File: config.mk
export PLATFORM = sky130hd
export DESIGN_NAME = cpu_fetch_flat
export DESIGN_NICKNAME = d
export VERILOG_FILES = /design/src/rtl/cpu_fetch_if.sv /design/src/rtl/cpu_fetch.sv /design/src/flat_wrapper.sv
export SDC_FILE = /design/constraint.sdc
export NUM_CORES = 1
export LEC_CHECK = 0
export ABC_AREA = 0
export CAP_MARGIN = 20
export CORE_ASPECT_RATIO = 1.4
export CORE_MARGIN = 4
export CORE_UTILIZATION = 40
export DETAILED_ROUTE_END_ITERATION = 8
export SLEW_MARGIN = 20
export SYNTH_ARGS = -nofsm -noshare
export SYNTH_HDL_FRONTEND = slang
export SYNTH_SLANG_ARGS = --single-unit
File: constraint.sdc
create_clock -name clk_i -period 8.8 [get_ports clk_i]
set_input_delay 1.32 -clock clk_i [delete_from_list [all_inputs] [get_ports clk_i]]
set_output_delay 1.32 -clock clk_i [all_outputs]
set_load 0.01 [all_outputs]
File: src/rtl/cpu_fetch_if.sv
// Instruction memory port of the fetch stage: single-outstanding request/ack.
interface cpu_fetch_if;
    logic        imem_req_o;
    logic [31:0] imem_addr_o;
    logic        imem_ack_i;
    logic [15:0] imem_data_i;

    modport master (
        output imem_req_o,
        output imem_addr_o,
        input  imem_ack_i,
        input  imem_data_i
    );

    modport slave (
        input  imem_req_o,
        input  imem_addr_o,
        output imem_ack_i,
        output imem_data_i
    );
endinterface

File: src/rtl/cpu_fetch.sv
// mox125 instruction fetch/align: fetches halfwords into a small FIFO and
// issues one short (1 halfword) or long (3 halfword) instruction per cycle.
module cpu_fetch #(
    parameter logic [31:0] RESET_PC = 32'h0000_1000,
    parameter int          DEPTH    = 4
) (
    input  logic               clk_i,
    input  logic               rst_i,
    cpu_fetch_if.master        imem,
    input  logic               branch_flag_i,
    input  logic        [31:0] branch_target_i,
    input  logic               stall_i,
    input  logic               flush_i,
    output logic        [15:0] opcode_o,
    output logic        [31:0] operand_o,
    output logic        [31:0] PC_o,
    output logic               valid_o
);
    localparam int PW = $clog2(DEPTH);
    localparam int CW = PW + 1;

    // Opcodes whose high byte marks a 3-halfword instruction.
    function automatic logic is_long(input logic [15:0] op);
        case (op[15:8])
            8'h01, 8'h03, 8'h08, 8'h09, 8'h0C, 8'h0D, 8'h1A, 8'h1B, 8'h1D,
            8'h1F, 8'h20, 8'h22, 8'h24, 8'h36, 8'h37, 8'h38, 8'h39: is_long = 1'b1;
            default: is_long = 1'b0;
        endcase
    endfunction

    logic [15:0]   fifo_q [DEPTH];
    logic [PW-1:0] rd_ptr_q, rd_ptr_d, wr_ptr_q, wr_ptr_d;
    logic [CW-1:0] count_q, count_d;
    logic [31:0]   head_pc_q, head_pc_d;
    logic [31:0]   addr_q, addr_d;
    logic [31:0]   tgt_q, tgt_d;
    logic          discard_q, discard_d;
    logic [15:0]   opcode_q, opcode_d;
    logic [31:0]   operand_q, operand_d;
    logic [31:0]   pc_q, pc_d;
    logic          valid_q, valid_d;

    logic          req, accept, push;
    logic [1:0]    pop_n;
    logic [15:0]   hw0, hw1, hw2;
    logic [31:0]   target_even;

    // The request stays up until acked: count cannot grow without an ack,
    // and a pending discard only clears on an ack.
    assign req              = rst_i & (discard_q | (count_q < CW'(DEPTH)));
    assign imem.imem_req_o  = req;
    assign imem.imem_addr_o = addr_q;
    assign accept           = req & imem.imem_ack_i;
    assign target_even      = branch_target_i & ~32'h1;

    assign hw0 = fifo_q[rd_ptr_q];
    assign hw1 = fifo_q[rd_ptr_q + PW'(1)];
    assign hw2 = fifo_q[rd_ptr_q + PW'(2)];

    assign opcode_o  = opcode_q;
    assign operand_o = operand_q;
    assign PC_o      = pc_q;
    assign valid_o   = valid_q;

    // Next-state: branch redirect, fetch advance/discard, and instruction issue.
    always_comb begin
        rd_ptr_d  = rd_ptr_q;
        wr_ptr_d  = wr_ptr_q;
        count_d   = count_q;
        head_pc_d = head_pc_q;
        addr_d    = addr_q;
        tgt_d     = tgt_q;
        discard_d = discard_q;
        opcode_d  = opcode_q;
        operand_d = operand_q;
        pc_d      = pc_q;
        valid_d   = valid_q;
        push      = 1'b0;
        pop_n     = 2'd0;

        if (branch_flag_i) begin
            valid_d   = 1'b0;
            count_d   = '0;
            rd_ptr_d  = '0;
            wr_ptr_d  = '0;
            head_pc_d = target_even;
            if (req && !imem.imem_ack_i) begin
                // Old request still in flight: keep it up, drop its data later.
                discard_d = 1'b1;
                tgt_d     = target_even;
            end else begin
                // Any ack this cycle belongs to the old stream and is dropped.
                discard_d = 1'b0;
                addr_d    = target_even;
            end
        end else begin
            if (accept) begin
                if (discard_q) begin
                    discard_d = 1'b0;
                    addr_d    = tgt_q;
                end else begin
                    push   = 1'b1;
                    addr_d = addr_q + 32'd2;
                end
            end

            if (flush_i) begin
                valid_d = 1'b0;
            end else if (!stall_i) begin
                if (!is_long(hw0) && count_q >= CW'(1)) begin
                    opcode_d  = hw0;
                    operand_d = '0;
                    pc_d      = head_pc_q;
                    valid_d   = 1'b1;
                    pop_n     = 2'd1;
                end else if (is_long(hw0) && count_q >= CW'(3)) begin
                    opcode_d  = hw0;
                    operand_d = {hw1, hw2};
                    pc_d      = head_pc_q;
                    valid_d   = 1'b1;
                    pop_n     = 2'd3;
                end else begin
                    valid_d = 1'b0;
                end
            end

            count_d   = count_q + CW'(push) - CW'(pop_n);
            wr_ptr_d  = wr_ptr_q + PW'(push);
            rd_ptr_d  = rd_ptr_q + PW'(pop_n);
            head_pc_d = head_pc_q + {29'd0, pop_n, 1'b0};
        end
    end

    // Control and presented-instruction state, asynchronously reset.
    always_ff @(posedge clk_i or negedge rst_i) begin
        if (!rst_i) begin
            rd_ptr_q  <= '0;
            wr_ptr_q  <= '0;
            count_q   <= '0;
            head_pc_q <= RESET_PC;
            addr_q    <= RESET_PC;
            tgt_q     <= RESET_PC;
            discard_q <= 1'b0;
            opcode_q  <= '0;
            operand_q <= '0;
            pc_q      <= '0;
            valid_q   <= 1'b0;
        end else begin
            rd_ptr_q  <= rd_ptr_d;
            wr_ptr_q  <= wr_ptr_d;
            count_q   <= count_d;
            head_pc_q <= head_pc_d;
            addr_q    <= addr_d;
            tgt_q     <= tgt_d;
            discard_q <= discard_d;
            opcode_q  <= opcode_d;
            operand_q <= operand_d;
            pc_q      <= pc_d;
            valid_q   <= valid_d;
        end
    end

    // Halfword storage; only written on an accepted, non-discarded ack.
    always_ff @(posedge clk_i) begin
        if (push) begin
            fifo_q[wr_ptr_q] <= imem.imem_data_i;
        end
    end
endmodule
File: src/flat_wrapper.sv
// flat-port wrapper written by rule: the top's interface ports become plain ports
module cpu_fetch_flat 
#(
    parameter logic [31:0] RESET_PC = 32'h0000_1000,
    parameter int          DEPTH    = 4
)
  (clk_i, rst_i, branch_flag_i, branch_target_i, stall_i, flush_i, opcode_o, operand_o, PC_o, valid_o, imem_imem_req_o, imem_imem_addr_o, imem_imem_ack_i, imem_imem_data_i);
  cpu_fetch_if imem_i ();
  input  logic clk_i;
  input  logic rst_i;
  input  logic branch_flag_i;
  input  logic        [31:0] branch_target_i;
  input  logic stall_i;
  input  logic flush_i;
  output logic        [15:0] opcode_o;
  output logic        [31:0] operand_o;
  output logic        [31:0] PC_o;
  output logic valid_o;
  output wire logic [$bits(imem_i.imem_req_o)-1:0] imem_imem_req_o;
  output wire logic [$bits(imem_i.imem_addr_o)-1:0] imem_imem_addr_o;
  input wire logic [$bits(imem_i.imem_ack_i)-1:0] imem_imem_ack_i;
  input wire logic [$bits(imem_i.imem_data_i)-1:0] imem_imem_data_i;
  assign imem_imem_req_o = imem_i.imem_req_o;
  assign imem_imem_addr_o = imem_i.imem_addr_o;
  assign imem_i.imem_ack_i = imem_imem_ack_i;
  assign imem_i.imem_data_i = imem_imem_data_i;
  cpu_fetch #(.RESET_PC(RESET_PC), .DEPTH(DEPTH)) u_core (.clk_i(clk_i), .rst_i(rst_i), .imem(imem_i), .branch_flag_i(branch_flag_i), .branch_target_i(branch_target_i), .stall_i(stall_i), .flush_i(flush_i), .opcode_o(opcode_o), .operand_o(operand_o), .PC_o(PC_o), .valid_o(valid_o));
endmodule
==> impl_results.md <==
* Run status: complete, no violations
* Post-synth EDFFs at 64
* Netlist cell types at 59
* GP Congestion at 0.805
* Dpl hpwl at 19000 um
* TritonCTS Buffers at 26
* Buffers added on ports at 164
* CTS tree: built
* First-pass GRT wire length at 46200 um
* Max Root-Sink Buffers at 3
* Setup skew after layout at 13.3 ps
* Via density at 5.37
* Die width at 153 um
* Final min period at 5800 ps
* Relative slew slack at 32.3%
* Post_cts resized at 0
* Critical path peak fanout at 73
* Max_cap viols at 0
* I/O Pins at 168
* CP Class: reg -> reg
* H-tree levels at 1
* GRT Total Usage at 17.6%
* Final Cycle Share at 65.9%
* Post-CTS Setup Bufs at 0
* FMAX at 0.173 GHz
* CP Capture Type: register
* PnR Total Power at 3.73 mW
* Final cell count without fillers at 1534
* Total gr overflow at 0
* Final Util at 50.6%
* Post-synth ARST share at 73.9%
* Final Hold Fails at 0
* Power Dens Cells at 258 nW/um^2
* Synth Flop Type: dfrtp_1
* Row Count at 73
* Drt first-iter violations at 330
* Initial antenna violation count at 1
* Worst Hold Class: reg -> reg
* Worst vdd ir at 182 uV
* Mean Syn Cell Area at 11.8 um^2
* WL per Instance at 18.8 um
* WP data arrival at 6150 ps
* Layout area overhead at 23.6%
* LEAKAGE at 5.53 nW
* Worst hold slack at 484 ps
* Via count at 8235
* Placed Cells at 1488
* Post-route ant nets at 0
* CP Data Required Time at 9160 ps
* Hold buffer count at CTS at 0
* Setup TNS Final at 0 ps
* Core area at 28600 um^2
* Sink Count at 245
* Worst skew pair latency at 530 ps
* Worst-margin pin slew at 1020 ps
* Diodes inserted at 0
* Drc violations at 0
* Number of global-route vias before repair at 8576
* Largest net degree at the start of global routing at 80
* Final Routed Wirelength at 28800 um
* Setup violators final at 0
* Clock transition at path regs at 60 ps
* Die height at 210 um
* RSZ-0062 raised after global routing: false
* Yosys warning count at 0
* Seq/Total Area, Yosys at 55.2%
* Startpoint Class: register
* 1st-pass router iterations at 7
* Die area at 32100 um^2
* #FFs+latches synth at 245
* Share of cells above drive strength 1 at 13.2%
* Initial Utilization at 40.9%
* Cells after Synth at 995
* Post-layout net count at 1205
* Root Driver: clkbuf_16
* Final Max Slew Viols at 0
* Mapped Area at 11700 um^2
[flip-flops by register name, summed over array words and instances (netlist names)]
name                     flops
u_core.operand_o            32
u_core.head_pc_q            31
u_core.wr_ptr_q              2
u_core.opcode_o             16
u_core.tgt_q                31
u_core.valid_o               1
u_core.PC_o                 31
u_core.rd_ptr_q              2
u_core.discard_q             1
u_core.fifo_q               64
u_core.count_q               3
u_core.imem.imem_addr_o     31
[area by class of cell]
type	count	area [um^2]
clock buffers	38	747
repair buffers	181	1770
flip-flops and latches	245	6460
multi-input cells	669	4880
fillers	2611	14100
well taps	375	469
clock inverters	8	71.3
inverters	18	67.6
[cells in the final DEF (no fill, tap or decap), drive strengths merged, types with 11 or more instances in the layout]
cell,n
dfrtp,178
clkdlybuf4s50,162
mux2,93
nand2,80
edfxtp,64
nor2,57
o21ai,55
mux2i,41
a21oi,39
clkbuf,39
xnor2,33
o2bb2ai,32
a31oi,25
o211ai,24
xor2,22
nand3,20
nand4,20
and3,19
buf,18
inv,17
nand2b,15
nor2b,14
nor3,11
[through the flow]
stage	cell area, um^2	setup slack (ps)
2_1_floorplan	11700	4860
3_3_place_gp	13600	3010
3_5_place_dp	13600	2960
4_1_cts	14500	2930
5_1_grt	14500	2410
6_report	14500	3000
[final timing paths]
path / slack (ps) / from / to / cells after the start
worst max-delay path: 3000 / u_core.rd_ptr_q[0] / u_core.head_pc_q[21] / 15
worst min-delay path: 480 / u_core.operand_o[7] / u_core.operand_o[7] / 1
worst max register to register: 3000 / u_core.rd_ptr_q[0] / u_core.head_pc_q[21] / 15
worst min register to register: 480 / u_core.operand_o[7] / u_core.operand_o[7] / 1
max in group asynchronous: 6760 / rst_i / u_core.head_pc_q[15] / 2
min in group asynchronous: 750 / rst_i / u_core.opcode_o[12] / 1
[power breakdown]
part	internal [mW]	switching, mW	leakage (nW)
Sequential	1.41	0.191	2.81
Combinational	0.595	0.475	2.32
Clock	0.616	0.444	0.402
[critical path, cell delays in order, from the launching register on]
cell	delay [ps]
dfrtp_2	560
buf_4	600
mux4_2	690
and3b_1	230
o31a_1	290
o21ai_2	260
nor3_1	80
nor4_1	610
ha_1	300
inv_1	60
fa_1	400
nor2_1	710
and3_1	370
and3_1	200
xnor2_1	120
o21ai_0	110
[cell usage after synthesis, types with 3 or more instances]
cell	n	area (um^2)
nor2_1	57	214
nand2_1	80	300
nor2b_1	14	87.6
mux2i_1	41	410
ha_1	8	100
o2bb2ai_2	10	150
and3_1	19	119
mux4_2	4	90.1
o211ai_1	24	180
a21oi_1	39	195
buf_6	8	90.1
nor3_1	11	55.1
a211oi_1	10	75.1
nand3_1	20	100
o21ai_0	53	265
dfrtp_1	178	4450
a21boi_0	3	22.5
nand2b_1	15	93.8
mux2_2	69	777
o221ai_1	4	35.0
xnor2_1	33	289
mux2_1	24	270
nand4_1	20	125
nor4_1	7	43.8
inv_1	17	63.8
o2bb2ai_1	22	193
xor2_1	22	193
clkbuf_1	43	161
dfstp_2	3	78.8
o21a_1	5	37.5
buf_1	8	30.0
a31oi_1	25	156
edfxtp_1	64	1920
[routing by layer]
layer	share of wire, %	GRT usage [%]	up-vias
met1	40	20.4	4078
met5	0.066	0	-
met2	52	32.1	190
li1	-	-	3925
met3	6.4	4.60	40
met4	2.1	4.92	2
[cell families (layout without fill, tap and decap cells)]
family / count (synthesis) / count (layout) / share of synthesized area [%]
adder cells (fa/ha/maj): 10 / 10 / 1.20
AO/OA/AOI/OAI: 210 / 210 / 12.5
multiplexers: 138 / 138 / 13.2
flip-flops: 245 / 245 / 55.2
other: 1 / 2 / 0.0320
XOR/XNOR: 55 / 55 / 4.12
buffers and inverters: 82 / 245 / 3.33
AND/OR/NAND/NOR: 254 / 254 / 10.5
(Power assumes the default switching activity.)
==> RTL edit (config.mk and constraints unchanged) <==
Take the reset off `operand_q` and load it in a clocked block of its own.
--- a/src/rtl/cpu_fetch.sv
+++ b/src/rtl/cpu_fetch.sv
@@ -143,5 +143,4 @@
             discard_q <= 1'b0;
             opcode_q  <= '0;
-            operand_q <= '0;
             pc_q      <= '0;
             valid_q   <= 1'b0;
@@ -155,8 +154,11 @@
             discard_q <= discard_d;
             opcode_q  <= opcode_d;
-            operand_q <= operand_d;
             pc_q      <= pc_d;
             valid_q   <= valid_d;
         end
+    end
+
+    always_ff @(posedge clk_i) begin
+        operand_q <= operand_d;
     end
 
Check against the original RTL: no difference found for any inputs over 4 cycles, from zero or initial values and one cycle with rst_i low; that may be too few to reach the edited logic, so the function may still have changed.
==> RTL edit against the unedited design <==
Routed wire length increased by 0.78%. Sequential power increased by 3%. Worst hold slack improved by 5.4 ps. Synthesized cell count decreased by 0.70%. Sequential cell count stayed put. Synthesized area fell by 0.64%. Final area shrank 0.43%. First-iteration DRC count up 52%. Power is 2.1% higher. Count of clock-buffer cells in the layout decreased by 7. Via count decreased by 0.16%. Setup slack lost 210 ps. Critical endpoint is now u_core.head_pc_q[27]$_DFF_PN0_. Largest cell class unchanged. Highest routed layer is now met4.
==> RTL edit: results (changes against the unedited design) <==
stage,metric,value,unit,change
routing,routed vias,8222,,-0.16%
grt,vias in the first global route,8439,,-1.6%
routing,met3 wirelength from detailed routing,1650,microns,-10%
final_layout,Final Instance Count excl. Fillers,1529,,-0.33%
critical_path,Crit path largest cell delay,1080,ps,+370 ps
routing,Iter 0 DRT Violations,503,,+52%
min_path,hold path startpoint,u_core.PC_o[12]$_DFFE_PN0P_,,
placed_design,instance area at placement,0.0136,sq mm,-0.17%
synth,number of synthesized flops with an enable pin,96,,+50%
pwr,largest voltage drop on the vdd net,0.000149,V,-18%
synth,post-synthesis compound-gate area fraction,11.5,%,-1.0 points
placed_design,global placer's final weighted congestion,0.803,,-0.27%
grt,M1 GR Usage,22.2,%,+1.9 points
synth,Post-Synth Adder-Cell Area,1.21,%,+0.0077 points
synth,count of distinct cell types in the synthesized netlist,61,,+3.4%
grt,initial antenna violation count,0,,-1
pwr,Leakage,5.34,nW,-3.5%
routing,top routing layer used,met4,,
status,run status,"finished, final reports clean",,
final_layout,area taken by multi-input logic gates,0.00468,sq mm,-4.2%
grt,met2 Resource Use GR,31.5,%,-0.63 points
grt,first-pass GRT wire length,46700,microns,+1.1%
final_layout,Layout Nets,1200,,-0.41%
routing,Pre-antenna DRT Iters,4,,-3
synth,Avg Synthesized Cell Area,11.8,sq um,about the same
placed_design,cell count after placement,1484,,-0.27%
critical_path,master of the slowest instance on the critical path,sky130_fd_sc_hd__dfrtp_4,,
synth,share of flip-flops with an asynchronous set or reset after synthesis,60.8,%,-13 points
critical_path,capture point of the critical path,u_core.head_pc_q[27]$_DFF_PN0_,,
sta,worst slack on hold paths,489,ps,+5.38 ps
grt,met3 Usage GRT,3.92,%,-0.68 points
routing,amount of wire on met2 after detailed routing,14700,microns,-1.4%
grt,global-route usage over all layers,18.0,%,+0.40 points
synth,list of most frequent post-synthesis cells,"sky130_fd_sc_hd__dfrtp_1 (146), sky130_fd_sc_hd__edfxtp_1 (96), sky130_fd_sc_hd__nand2_1 (74), sky130_fd_sc_hd__nor2_1 (70), sky130_fd_sc_hd__a21oi_1 (60)",,
final_layout,Filler Cells Inserted,2570,,-1.6%
sta,smallest setup slack after layout,2790,ps,-214 ps
synth,Post-Synth XOR/XNOR Area,3.69,%,-0.43 points
grt,largest net degree at the start of global routing,74,,-7.5%
synth,leading post-synthesis cells by cell area,"sky130_fd_sc_hd__dfrtp_1 (31%), sky130_fd_sc_hd__edfxtp_1 (25%), sky130_fd_sc_hd__mux2_2 (5.6%)",,
cts,clock buffer count from CTS,25,,-3.8%
routing,average detailed-routed wire length per instance,19.0,microns,+1.1%
critical_path,worst reg2reg endpoint,u_core.head_pc_q[27]$_DFF_PN0_,,
min_path,Worst Hold Path EP,u_core.PC_o[12]$_DFFE_PN0P_,,
sta,final worst clock skew,16.0,ps,+2.67 ps
==> RTL edit: changes by cell type in the layout (fill, tap and decap cells not counted), sizes merged, moves of 13 or more <==
cell	change
dfrtp	-32
edfxtp	+32
o2bb2ai	-32
a21oi	+22
a221oi	+16
and3	-15
nor2	+13
xnor2	-13
==> RTL edit: cell families after synthesis <==
kind of cell               after synthesis
AOI/OAI and AO/OA                      208
xor gates and xnor gates                49
adders and majority gates               10
buffers and inverters                   86
DFF                                    245
muxes                                  137
other                                    1
and+or+nand+nor                        252
==> RTL edit: area by class of cell <==
type / instances / area share, %
inverters: 26 / 0.678
flip-flops and latches: 245 / 46.0
clock inverters: 14 / 0.843
multi-input cells: 658 / 32.5
well taps: 375 / 3.26
clock buffers: 31 / 4.57
repair buffers: 180 / 12.2
==> RTL edit: power by group <==
group / internal (mW) / total [mW] / switching [mW]
logic: 0.599 / 1.14 / 0.542
registers: 1.46 / 1.65 / 0.189
clock network: 0.588 / 1.02 / 0.436
